`config.mk`:
```
export PLATFORM = sky130hd
export DESIGN_NAME = alu_pipe
export DESIGN_NICKNAME = d
export VERILOG_FILES = /design/src/rtl/alu_pkg.sv /design/src/rtl/alu_core.sv /design/src/rtl/alu_pipe.sv
export SDC_FILE = /design/constraint.sdc
export NUM_CORES = 1
export LEC_CHECK = 0
export BUFFER_PORTS_ARGS = -buffer_cell sky130_fd_sc_hd__buf_4
export CAP_MARGIN = 20
export CORE_MARGIN = 5
export CORE_UTILIZATION = 45
export DETAILED_ROUTE_END_ITERATION = 7
export MAX_ROUTING_LAYER = met4
export PLACE_DENSITY_LB_ADDON = 0.15
export SLEW_MARGIN = 20
export SYNTH_ARGS = -nofsm -noshare
export SYNTH_HDL_FRONTEND = slang
export SYNTH_SLANG_ARGS = --single-unit
export TNS_END_PERCENT = 100
```
`constraint.sdc`:
```
create_clock -name clk -period 2.4 [get_ports clk]
set_clock_uncertainty 0.05 [all_clocks]
set_input_delay 0.48 -clock clk [delete_from_list [all_inputs] [get_ports clk]]
set_output_delay 0.48 -clock clk [all_outputs]
set_load 0.05 [all_outputs]
```
`src/rtl/alu_pkg.sv`:
```
// Shared opcode map and flag bit positions for the pipelined ALU.
// The opcode encodings match the original 8-bit combinational ALU mux.
package alu_pkg;

  localparam logic [2:0] OP_ADD   = 3'b000;
  localparam logic [2:0] OP_INC   = 3'b001;
  localparam logic [2:0] OP_SUB   = 3'b010;
  localparam logic [2:0] OP_XOR   = 3'b011;
  localparam logic [2:0] OP_OR    = 3'b100;
  localparam logic [2:0] OP_AND   = 3'b101;
  localparam logic [2:0] OP_RSVD6 = 3'b110;
  localparam logic [2:0] OP_RSVD7 = 3'b111;

  localparam int unsigned FLG_Z = 0;
  localparam int unsigned FLG_N = 1;
  localparam int unsigned FLG_C = 2;
  localparam int unsigned FLG_V = 3;

  function automatic logic is_rsvd(input logic [2:0] op);
    return (op == OP_RSVD6) || (op == OP_RSVD7);
  endfunction

endpackage

```
`src/rtl/alu_core.sv`:
```
// Purely combinational ALU datapath: result, {V,C,N,Z} flags and opcode error.
// Arithmetic runs at WIDTH+1 bits so the top bit is the carry/borrow.
module alu_core
  import alu_pkg::*;
#(
  parameter int unsigned WIDTH  = 8,
  parameter bit          SAT_EN = 1'b0
) (
  input  logic [WIDTH-1:0] a,
  input  logic [WIDTH-1:0] b,
  input  logic [2:0]       op,
  output logic [WIDTH-1:0] result,
  output logic [3:0]       flags,
  output logic             op_err
);

  localparam int unsigned MSB = WIDTH - 1;

  logic [WIDTH:0]   raw;
  logic [WIDTH-1:0] res;
  logic             c;
  logic             v;

  always_comb begin
    raw    = '0;
    res    = '0;
    c      = 1'b0;
    v      = 1'b0;
    op_err = 1'b0;
    case (op)
      OP_ADD: begin
        raw = {1'b0, a} + {1'b0, b};
        c   = raw[WIDTH];
        v   = (a[MSB] == b[MSB]) && (raw[MSB] != a[MSB]);
        res = (SAT_EN && c) ? '1 : raw[WIDTH-1:0];
      end
      OP_INC: begin
        raw = {1'b0, a} + (WIDTH+1)'(1);
        c   = raw[WIDTH];
        // the constant 1 is non-negative, so only a positive A can overflow
        v   = !a[MSB] && raw[MSB];
        res = (SAT_EN && c) ? '1 : raw[WIDTH-1:0];
      end
      OP_SUB: begin
        raw = {1'b0, a} - {1'b0, b};
        c   = raw[WIDTH];
        v   = (a[MSB] != b[MSB]) && (raw[MSB] != a[MSB]);
        res = (SAT_EN && c) ? '0 : raw[WIDTH-1:0];
      end
      OP_XOR: res = a ^ b;
      OP_OR:  res = a | b;
      OP_AND: res = a & b;
      default: begin
        op_err = is_rsvd(op);
        res    = '0;
      end
    endcase
  end

  always_comb begin
    flags        = '0;
    flags[FLG_Z] = (res == '0);
    flags[FLG_N] = res[MSB];
    flags[FLG_C] = c;
    flags[FLG_V] = v;
  end

  assign result = res;

endmodule

```
`src/rtl/alu_pipe.sv`:
```
// Registered ALU with valid/ready handshake, accumulator and status flags.
// One-cycle latency; the only combinational path is out_ready -> in_ready.
module alu_pipe
  import alu_pkg::*;
#(
  parameter int unsigned WIDTH  = 8,
  parameter bit          SAT_EN = 1'b0
) (
  input  logic             clk,
  input  logic             rst_n,
  input  logic             in_valid,
  output logic             in_ready,
  input  logic [WIDTH-1:0] in_a,
  input  logic [WIDTH-1:0] in_b,
  input  logic [2:0]       in_op,
  input  logic             in_use_acc,
  input  logic             in_acc_wr,
  input  logic             acc_clear,
  output logic             out_valid,
  input  logic             out_ready,
  output logic [WIDTH-1:0] out_result,
  output logic [3:0]       out_flags,
  output logic             out_op_err,
  output logic [WIDTH-1:0] acc_value
);

  logic             accept;
  logic [WIDTH-1:0] op_a;
  logic [WIDTH-1:0] core_result;
  logic [3:0]       core_flags;
  logic             core_err;
  logic [WIDTH-1:0] acc;

  assign in_ready = !out_valid || out_ready;
  assign accept   = in_valid && in_ready;
  // acc is the pre-edge value, so a dependent op right after a write sees it
  assign op_a     = in_use_acc ? acc : in_a;

  alu_core #(
    .WIDTH  (WIDTH),
    .SAT_EN (SAT_EN)
  ) u_core (
    .a      (op_a),
    .b      (in_b),
    .op     (in_op),
    .result (core_result),
    .flags  (core_flags),
    .op_err (core_err)
  );

  always_ff @(posedge clk or negedge rst_n) begin
    if (!rst_n) begin
      out_valid  <= 1'b0;
      out_result <= '0;
      out_flags  <= '0;
      out_op_err <= 1'b0;
    end else if (accept) begin
      out_valid  <= 1'b1;
      out_result <= core_result;
      out_flags  <= core_flags;
      out_op_err <= core_err;
    end else if (out_ready) begin
      out_valid  <= 1'b0;
    end
  end

  always_ff @(posedge clk or negedge rst_n) begin
    if (!rst_n) begin
      acc <= '0;
    end else if (acc_clear) begin
      acc <= '0;
    end else if (accept && in_acc_wr) begin
      acc <= core_result;
    end
  end

  assign acc_value = acc;

endmodule

```
==> results of run 1 <==
## layout by cell type (no fill, tap or decap), types with 9 or more instances in the layout
master   synthesis  routed
buf_4            3     137
nand2_1         26      25
dfrtp_1         21      21
inv_1           26      19
nor2_1          21      19
ha_1            28      15
o21ai_0         20      13
xnor2_1         13      11
a21oi_1         13      10
ha_4             0       9
## power groups by stage
stage	clock network, mW	logic (mW)	registers [mW]
after detailed placement	0	0.892	0.423
after floorplan	0	0.390	0.563
after global placement	0	0.879	0.422
after CTS	0.230	0.938	0.417
final	0.222	1.03	0.417
after global routing	0.245	1.10	0.422
## metal layers
| layer | routed length [µm] | share of wire | vias up | track usage |
|---|---|---|---|---|
| li1 | - | - | 1287 | - |
| met1 | 3230 | 0.42 | 1206 | 0.300 |
| met2 | 3910 | 0.51 | 91 | 0.397 |
| met3 | 502 | 0.065 | 8 | 0.0184 |
| met4 | 91 | 0.012 | 0 | 0.0654 |
| met5 | 0 | 0 | - | - |
## logic make-up after synthesis
family,Yosys count
simple gates,88
compound gates,79
buf+inv,44
fa+ha+maj,30
flops,21
xor+xnor,15
mux,11
## synthesized netlist by cell type (3+ instances only)
master    count
nor2_1       21
o21ai_0      20
dfrtp_1      21
nand4b_1      3
a221oi_1      3
nand3b_1      3
nor3_1        5
nand3_1       6
a21o_1        4
mux2i_1       8
clkbuf_1      7
xnor2_1      13
a21oi_1      13
buf_4         3
nor2b_1       6
ha_1         28
a211oi_1      9
buf_2         5
and2_1        3
inv_1        26
o21bai_1      3
a31oi_1       4
nand2_1      26
## metrics by stage
step	TNS [ns]	setup WS [ns]	cell area (µm²)	utilization	std cells
2_1_floorplan	-2.41	-0.392	2450	-	288
3_5_place_dp	-7.06	-0.733	3430	0.671	474
3_3_place_gp	-5.94	-0.664	3430	0.671	474
6_report	-0.503	-0.177	3850	0.755	485
5_1_grt	-1.62	-0.281	3850	0.755	485
4_1_cts	-0.500	-0.156	3630	0.710	481
## final cells by class
| cell class | count | area, µm² |
|---|---|---|
| clock buffers | 4 | 45.0 |
| fillers | 373 | 1250 |
| inverters | 26 | 100 |
| multi-input cells | 223 | 2010 |
| flip-flops and latches | 21 | 526 |
| repair buffers | 141 | 1080 |
| well taps | 70 | 87.6 |
## how the worst max path moves through the flow
stage | start | to | slack, ns
floorplan | in_use_acc | out_flags[0] | -0.39
global placement | in_use_acc | out_flags[0] | -0.66
detailed placement | in_use_acc | out_flags[0] | -0.73
CTS | in_use_acc | out_flags[0] | -0.16
global route | acc_value[0] | out_flags[0] | -0.28
finish | in_use_acc | out_flags[0] | -0.18
## critical path: stages
cell and delay, ns:
buf_12 0.13, mux2i_4 0.20, buf_4 0.14, buf_4 0.13, fa_2 0.54, o31ai_2 0.06, a211oi_2 0.31, nand2_1 0.15
nor3_2 0.18, and4_1 0.23, a32o_1 0.16
## repair_timing
item | in CTS | in global routing
pin swaps | 9 | 9
cloned | 0 | 0
setup endpoints to repair | 13 | 12
buffers inserted | 4 | 4
gates resized for setup | 24 | 39
## state kept, by name (all words and copies together) (netlist names)
register	count
out_flags	4
out_valid	1
out_result	7
acc_value	8
out_op_err	1
==> qor.yml, run 1 <==
outcome: "finished, violations left"
violations: "negative setup slack"
p_leak_nw: 1.85
syn_avg_cell_area_um2: 8.22
synth_area_um2: 2370
swShare: 0.414
hold_violations: 0
drt_wl_total_um: 7730
cap_violations: 0
die_area_um2: 6810
synth_top_area_cell: "dfrtp_1"
path_max_fanout: 10
synth_edf_count: 0
synth-simple-area-share: 0.190
crit_type: "in2reg"
vias_per_cell: 5.34
die_w_um: 82.6
p_int_uw: 977
peakVddDrop_mv: 0.293
ios: 49
core_area_um2: 5110
grt_pass1_vias: 2511
hold_ws_ns: 0.0436
num_vias: 2592
antenna_found_initial: 0
synth.distinct_cells: 57
reg2reg_to: "out_flags[0]"
fin_nets: 472
gp_congestion: 0.913
period_share: 1.07
async_flop_share: 1.00
powerDensity_nw_per_um2: 432
pwr-share-seq: 0.250
wl_per_cell_um: 15.9
fmax_mhz: 388
pwr-share-comb: 0.616
netlist_instances: 288
grt_max_degree: 30
cts_root_buf: "clkbuf_8"
grtUsageTotal: 0.235
synth_ff_type: "dfrtp_1"
total_power_mw: 1.67
tightest_slew_ns: 0.774
yosysTopAreaCellShare: 0.222
synthMuxAreaShare: 0.0539
grt_pass1_wl_um: 12100
clk_latency_ns: 0.25
postLayoutSetupSlackWorst_ns: -0.177
critical_path_arrival_ns: 2.72
reg2reg_from: "acc_value[0]"
htreeDepth: 1
synth_seq_cells: 21
power_switching_uw: 690
cts_buffers: 3
initialDrtViolationCount: 147
worstSetupEndpointType: "flip-flop"
dpl.hpwl_um: 6050
drt_pre_antenna_iters: 7
diodes: 0
finalSetupViolations: 9
synth-compound-area-share: 0.229
cts_hold_buf: 0
dieHeight_um: 82.6
start_util: 0.464
clkSlewWorstSetupHoldPaths_ns: 0.07
overflow: 0
clk_path_buf_depth: 2
drive_above_1_share: 0.496
fp-row-count: 26
portBuffers: 48
power_frac_clock: 0.133
cts_sinks: 21
r2r_cells: 11
synth-xor-area-share: 0.0555
remaining_drc_errors: 0
synth_area_leaders: "dfrtp_1 22%, ha_1 15%, xnor2_1 4.8%"
syn_nets: 344
final_max_slew_viol_count: 0
start_kind: "input port"
regToRegSetupSlack_ns: -0.16
rsz0062_at_grt: "true"
syn2layout_area_growth_pct: 62.7
synth_top_family_by_area: "compound AO/OA/AOI/OAI gates"
max-slew-margin-rel: 0.480
ys.warnings.count: 0
crit_required_ns: 2.55
period_needed_ns: 2.58
ys_seq_area_frac: 0.222
ant_nets: 0
synth-adder-area-share: 0.165
min_path_type: "in2async"
cts_tree: "done"
Power figures use the tool's default switching activity.
==> inputs of run 2 (changes only) <==
RECOVER_POWER = 25   (was default)
==> run 2 against run 1 <==
  * The run still ends with negative setup slack left
  * Fmax did not move
  * Wire length barely moved
  * Non-clock buffer count did not move
  * Register-to-register slack barely moved
  * Critical path depth did not move
  * Critical endpoint unchanged
==> qor.yml, run 2 (synthesis gave the netlist of run 1 again) <==
outcome: "finished, violations left"  # unchanged
violations: "negative setup slack"  # unchanged
dieHeight_um: 82.6  # unchanged
cts_sinks: 21  # unchanged
period_needed_ns: 2.58  # about the same
overflow: 0  # unchanged
use_met1: 0.300  # unchanged
slowest_stage: "fa_2"  # unchanged
cap_violations: 0  # unchanged
initialDrtViolationCount: 147  # unchanged
grt_pass1_vias: 2511  # unchanged
remaining_drc_errors: 0  # unchanged
min_path_type: "in2async"  # unchanged
cp_num_buf_inv: 3  # unchanged
busiest_layer: "met2"  # unchanged
hold_violations: 0  # unchanged
cts_root_buf: "clkbuf_8"  # unchanged
powerDensity_nw_per_um2: 433  # was 432 nW/µm²
finalSetupViolations: 9  # unchanged
layout_common_cells: "136 x buf_4, 25 x nand2_1, 21 x dfrtp_1"  # was 137 x buf_4, 25 x nand2_1, 21 x dfrtp_1
cts_tree: "done"  # unchanged
peakVddDrop_mv: 0.293  # about the same
die_w_um: 82.6  # unchanged
gp_congestion: 0.913  # unchanged
max-slew-margin-rel: 0.274  # was 0.480
dpl.hpwl_um: 6050  # unchanged
start_kind: "input port"  # unchanged
cts_buffers: 3  # unchanged
fmax_mhz: 388  # unchanged
crit_required_ns: 2.55  # about the same
use_met2: 0.397  # unchanged
final_util: 0.754  # was 0.755
vias_per_cell: 5.34  # unchanged
clk_latency_ns: 0.25  # about the same
wl_per_cell_um: 15.9  # about the same
use_met3: 0.0184  # unchanged
largest_register_ffs: 8  # unchanged
final.fill_count: 375  # was 373
postLayoutSetupSlackWorst_ns: -0.177  # about the same
rsz0062_at_grt: "true"  # unchanged
htreeDepth: 1  # unchanged
period_share: 1.07  # about the same
grt_pass1_wl_um: 12100  # unchanged
num_vias: 2592  # unchanged
path_max_fanout: 10  # unchanged
critPathMaxStageDelay_ns: 0.54  # about the same
die_area_um2: 6810  # unchanged
ant_nets: 0  # unchanged
grt_max_degree: 30  # unchanged
drt_pre_antenna_iters: 7  # unchanged
start_util: 0.464  # unchanged
drt_wl_total_um: 7730  # about the same
crit_chain: "buf_12 -> mux2i_4 -> buf_4 -> buf_4 -> fa_2 -> o31ai_2 -> a211oi_2 -> nand2_1 -> nor3_2 -> and4_1 -> a32o_1"  # unchanged
clkSlewWorstSetupHoldPaths_ns: 0.07  # about the same
fin_cells: 485  # unchanged
crit_top_cell: "buf_4"  # unchanged
dp_cells: 474  # unchanged
ios: 49  # unchanged
antenna_found_initial: 0  # unchanged
critical_path_arrival_ns: 2.72  # about the same
fp-row-count: 26  # unchanged
worstSetupEndpointType: "flip-flop"  # unchanged
final_max_slew_viol_count: 0  # unchanged
diodes: 0  # unchanged
regToRegSetupSlack_ns: -0.16  # about the same
core_area_um2: 5110  # unchanged
crit_type: "in2reg"  # unchanged
fin_nets: 472  # unchanged
clk_path_buf_depth: 2  # unchanged
syn2layout_area_growth_pct: 62.5  # was 62.7%
p_leak_nw: 1.84  # was 1.85 nW
final_common_cell: "buf_4"  # unchanged
tightest_slew_ns: 1.09  # was 0.774 ns
cp_top_family: "simple AND/OR/NAND/NOR gates"  # unchanged
drive_above_1_share: 0.494  # was 0.496
portBuffers: 48  # unchanged
grtUsageTotal: 0.235  # unchanged
total_power_mw: 1.67  # about the same
run 2: cell type report:
type / count / area [µm²] / area share
well taps: 70 / 87.6 / 0.0227
flip-flops and latches: 21 / 526 / 0.136
multi-input cells: 223 / 2010 / 0.523
inverters: 26 / 100 / 0.0260
repair buffers: 141 / 1080 / 0.280
clock buffers: 4 / 45.0 / 0.0117
run 2: metal layers:
metal | share of wire | up-vias
li1 | - | 1287
met1 | 0.42 | 1206
met2 | 0.51 | 91
met3 | 0.065 | 8
met4 | 0.012 | 0
met5 | 0 | -
run 2: repair_timing:
item                                    CTS  global route
endpoints found under the setup margin   13            12
setup buffers                             4             4
endpoints found under the hold margin     0             0
gates cloned                              0             0
gates resized for setup                  24            39
pin swaps                                 9             9
hold buffers                              0             0
run 2: stage by stage:
stage	hold slack, ns	setup WS [ns]	setup TNS, ns	instance area (µm²)
after floorplan	0.134	-0.392	-2.41	2450
after global placement	0.322	-0.664	-5.94	3430
after detailed placement	0.326	-0.733	-7.06	3430
after CTS	0.0463	-0.156	-0.500	3630
after global routing	0.376	-0.281	-1.62	3850
final	0.355	-0.177	-0.503	3850
run 2: path summary, 6_finish.rpt:
path	endpoint	cells after the start	start
max in group asynchronous	out_result[4]	1	rst_n
min	out_result[5]	1	rst_n
max reg2reg	out_flags[0]	11	acc_value[0]
max	out_flags[0]	11	in_use_acc
min reg2reg	out_op_err	2	out_op_err
min in group clk	out_valid	2	in_valid
run 2: power breakdown:
| part | switching (mW) | total [mW] | internal (mW) | leakage [nW] |
|---|---|---|---|---|
| logic | 0.561 | 1.03 | 0.465 | 1.55 |
| clock network | 0.104 | 0.222 | 0.118 | 0.0228 |
| registers | 0.0245 | 0.417 | 0.393 | 0.272 |
